==> src/rtl/bit_serializer.sv <==
// Parallel-to-serial converter: captures a WIDTH-bit word and emits it one bit per cycle, MSB or LSB first.
// Latency: first bit on the cycle after accept, done with the last bit WIDTH cycles after accept.
// Backpressure: ready is low while a word is in flight; load is ignored until ready returns high.
module bit_serializer #(
    parameter int WIDTH = 8
) (
    input  logic             clock,
    input  logic             reset,
    input  logic             load,
    input  logic [WIDTH-1:0] data_in,
    input  logic             msb_first,
    output logic             ready,
    output logic             x_out,
    output logic             x_valid,
    output logic             done
);

    localparam int CNT_W = (WIDTH > 1) ? $clog2(WIDTH) : 1;
    localparam logic [CNT_W-1:0] PENULT_IDX = CNT_W'(WIDTH - 2);

    typedef enum logic [1:0] {
        IDLE  = 2'd0,
        SHIFT = 2'd1,
        LAST  = 2'd2
    } state_t;

    state_t             state_q, state_d;
    logic [WIDTH-1:0]   shreg_q, shreg_d;
    logic [CNT_W-1:0]   cnt_q, cnt_d;
    logic               msb_q, msb_d;
    logic               x_out_q, x_out_d;
    logic               x_valid_q, x_valid_d;
    logic               done_q, done_d;

    always_comb begin
        state_d   = state_q;
        shreg_d   = shreg_q;
        cnt_d     = cnt_q;
        msb_d     = msb_q;
        x_out_d   = 1'b0;
        x_valid_d = 1'b0;
        done_d    = 1'b0;

        case (state_q)
            IDLE: begin
                if (load) begin
                    shreg_d   = data_in;
                    msb_d     = msb_first;
                    cnt_d     = '0;
                    x_out_d   = msb_first ? data_in[WIDTH-1] : data_in[0];
                    x_valid_d = 1'b1;
                    state_d   = SHIFT;
                end
            end
            SHIFT: begin
                // The bit on x_out is always at the exit end of shreg; shift it out and expose its neighbour.
                shreg_d   = msb_q ? {shreg_q[WIDTH-2:0], 1'b0} : {1'b0, shreg_q[WIDTH-1:1]};
                x_out_d   = msb_q ? shreg_q[WIDTH-2] : shreg_q[1];
                x_valid_d = 1'b1;
                cnt_d     = cnt_q + CNT_W'(1);
                if (cnt_q == PENULT_IDX) begin
                    state_d = LAST;
                    done_d  = 1'b1;
                end
            end
            LAST: begin
                state_d = IDLE;
                cnt_d   = '0;
            end
            default: begin
                state_d = IDLE;
                cnt_d   = '0;
            end
        endcase
    end

    always_ff @(posedge clock) begin
        if (reset) begin
            state_q   <= IDLE;
            shreg_q   <= '0;
            cnt_q     <= '0;
            msb_q     <= 1'b0;
            x_out_q   <= 1'b0;
            x_valid_q <= 1'b0;
            done_q    <= 1'b0;
        end else begin
            state_q   <= state_d;
            shreg_q   <= shreg_d;
            cnt_q     <= cnt_d;
            msb_q     <= msb_d;
            x_out_q   <= x_out_d;
            x_valid_q <= x_valid_d;
            done_q    <= done_d;
        end
    end

    assign ready   = (state_q == IDLE);
    assign x_out   = x_out_q;
    assign x_valid = x_valid_q;
    assign done    = done_q;

endmodule

==> config.mk <==
export PLATFORM = sky130hd
export DESIGN_NAME = bit_serializer
export DESIGN_NICKNAME = d
export VERILOG_FILES = /design/src/rtl/bit_serializer.sv
export SDC_FILE = /design/constraint.sdc
export NUM_CORES = 1
export LEC_CHECK = 0
export ABC_CLOCK_PERIOD_IN_PS = 1000
export CORE_UTILIZATION = 40
export CTS_CLUSTER_DIAMETER = 30
export DETAILED_ROUTE_END_ITERATION = 12
export HOLD_SLACK_MARGIN = 0.02
export PLACE_DENSITY_LB_ADDON = 0.05
export SLEW_MARGIN = 10
export SYNTH_ARGS = -nofsm -noshare
export SYNTH_HDL_FRONTEND = slang
export SYNTH_SLANG_ARGS = --single-unit
==> constraint.sdc <==
create_clock -name clock -period 1 [get_ports clock]
set_clock_uncertainty 0.05 [all_clocks]
set_input_delay 0.3 -clock clock [delete_from_list [all_inputs] [get_ports clock]]
set_output_delay 0.3 -clock clock [all_outputs]
set_load 0.01 [all_outputs]
==> impl_metrics.tcl <==
set metrics [dict create \
    synthCells 88 \
    layout_worst_path_cycle_share 1.230 \
    synthSimpleGateAreaFrac 0.2683 \
    rsz0062_at_grt "yes" \
    synth.area.mux_share 0.1062 \
    routed_wl_um 1963 \
    slew_headroom 0.8036 \
    antennaDiodeCount 0 \
    reg2reg_slack_ns -0.23 \
    vias_per_cell 5.189 \
    synthXorXnorAreaFrac 0.01004 \
    clock-sinks 17 \
    ys_types 29 \
    cp_max_fo 8 \
    synthesis.area_um2 872.1 \
    setup_viol 21 \
    top_layer_used "met4" \
    synth.top_cell.area_share 0.3902 \
    drive_gt1_frac 0.4628 \
    layout_common_cells "dfxtp_1, buf_4, clkdlybuf4s50_1" \
    leakagePower_nw 0.5307 \
    slew_violations 0 \
    postSynthAreaPerCell_um2 9.910 \
    die_w_um 48.69 \
    io_buffers 15 \
    p_per_area_mw_per_mm2 1129 \
    synth_seq_cells 17 \
    wl_per_cell_um 13.26 \
    cp-end-kind "flop" \
    clock_path_buffers 2 \
    syn_nets 102 \
    ys_top_cells_by_area "dfxtp_1, mux2i_1, a32o_1, nand2b_1, nor3_1" \
    nets 136 \
    setup_slack_ns -0.2299 \
    outcome "finished, violations left" \
    worstSkewPairLatency_ns 0.29 \
    crit_required_ns 1.14 \
    worstMarginPinSlew_ns 0.2946 \
    drt-met1-wl_um 921 \
    grt_use_total 0.1906 \
    syn_to_final_growth_pct 52.65 \
    ctsHoldBuffers 0 \
    via_count 768 \
    critPathLaunchType "flop" \
    place_hpwl_um 1249 \
    synth_top_family_by_area "simple AND/OR/NAND/NOR gates" \
    dieArea_mm2 0.002371 \
    grt_overflow 0 \
    period_minus_slack_ns 1.230 \
    synth_adder_area_share 0.02869 \
    violations "setup timing" \
    grt_max_degree 11 \
    antenna_found_initial 0 \
    core_mm2 0.002002 \
    layout.cells.most_common "dfxtp_1" \
    synth-warning-count 0 \
    die_h_um 48.69 \
    dr.first_iter.drc_count 10 \
    io_pins 16 \
    ant_nets 0 \
    drv_cap 0 \
    arrival_ns 1.37 \
    finalHoldViolCount 0 \
    max_freq_mhz 813.1 \
    cts-root-buf "clkbuf_4" \
    synth_top_cell_by_area "dfxtp_1" \
    hp-class "primary input to flop" \
    htreeDepth 1 \
    clk_pin_slew_worst_paths_ns 0.10 \
    gp_congestion 0.7642 \
    placementRows 16 \
    synth_compound_area_frac 0.1449 \
    yosysSeqAreaShare 0.3902 \
    cts_tree "done" \
    first_global_vias 751 \
    drc 0 \
    vdd_drop_max_uv 639.5 \
    path_class "flop to flop" \
    cts_made_buffers 3 \
    post-route-util 0.6650 \
    route.met3.wl_um 57 \
    setup_tns_ns -3.120 \
    wl_met2_um 957 \
    grt_pass1_wl_um 3374 \
    initial_utilization 0.4356 \
    drt_first_pass_iters 4 \
]
==> routing by layer <==
metal | GRT usage | vias up
met5 | 0 | -
met4 | 0.08824 | 0
met3 | 0.04088 | 4
met2 | 0.3148 | 13
met1 | 0.2350 | 372
li1 | - | 379
==> cells by family after synthesis <==
| logic type | count (synthesis) |
|---|---|
| adders and majority gates | 2 |
| and+or+nand+nor | 38 |
| xor gates and xnor gates | 1 |
| buffers and inverters | 7 |
| DFF | 17 |
| muxes | 9 |
| AOI/OAI and AO/OA | 14 |
==> registers in the layout (all words and copies together) (netlist names) <==
signal and count:
shreg_q 8, cnt_q 3, x_out 1, x_valid 1
msb_q 1, state_q 2, done 1
==> synthesized netlist by cell type (all sizes together) <==
| cell | count |
|---|---|
| a32o | 6 |
| a21oi | 4 |
| mux2i | 7 |
| nor2b | 2 |
| xor2 | 1 |
| clkbuf | 1 |
| nand2b | 7 |
| o21ba | 1 |
| a211oi | 1 |
| a22oi | 1 |
| ha | 2 |
| nand2 | 8 |
| nor3b | 4 |
| and4bb | 1 |
| mux2 | 2 |
| buf | 4 |
| a311oi | 1 |
| nor2 | 6 |
| inv | 2 |
| nand3 | 2 |
| nor3 | 7 |
| dfxtp | 17 |
| and2 | 1 |
==> metrics by stage <==
step                area (µm²)  total power, W  std cells  setup WS [ns]  hold slack (ns)
global placement          1137        0.001068        138        -0.5562           0.4313
CTS                       1296        0.001501        148        -0.2214           0.3645
global route              1331        0.001596        148        -0.3018           0.4080
detailed placement        1137        0.001071        138        -0.5896           0.4374
finish                    1331        0.001503        148        -0.2299           0.3814
floorplan                887.1       0.0009421         88        -0.1033           0.3419
==> final cells by class <==
type	count	area (µm²)
Fill cell	168	670.6
Multi-Input combinational cell	64	588.1
Sequential cell	17	347.8
Timing Repair Buffer	34	327.8
Tap cell	27	33.78
Clock buffer	4	26.28
Inverter	2	7.507
==> worst paths after layout <==
path | startpoint | end | depth (start not counted)
hold / removal | msb_first | msb_q | 3
setup reg to reg | state_q[0] | shreg_q[6] | 4
hold reg to reg | shreg_q[7] | shreg_q[7] | 2
setup / recovery | state_q[0] | shreg_q[6] | 4
==> worst max-delay path, cell delays in order (launching register included) <==
cell,delay (ns)
dfxtp_2,0.37
buf_8,0.15
nor2b_4,0.24
nand2_1,0.07
a32o_1,0.25
==> where the power goes <==
part           internal, W  switching (W)  total, W
Clock             0.000155       0.000217  0.000372
Sequential        0.000720      0.0000338  0.000753
Combinational     0.000221       0.000157  0.000378
Total              0.00110       0.000408   0.00150
==> repair_timing <==
action	4_1_cts	5_1_grt
resized for setup	43	9
pin swaps	14	11
setup buffers	6	0
endpoints found under the setup margin	21	21
cloned	0	0
No activity file was read; power rests on OpenSTA's default activity.
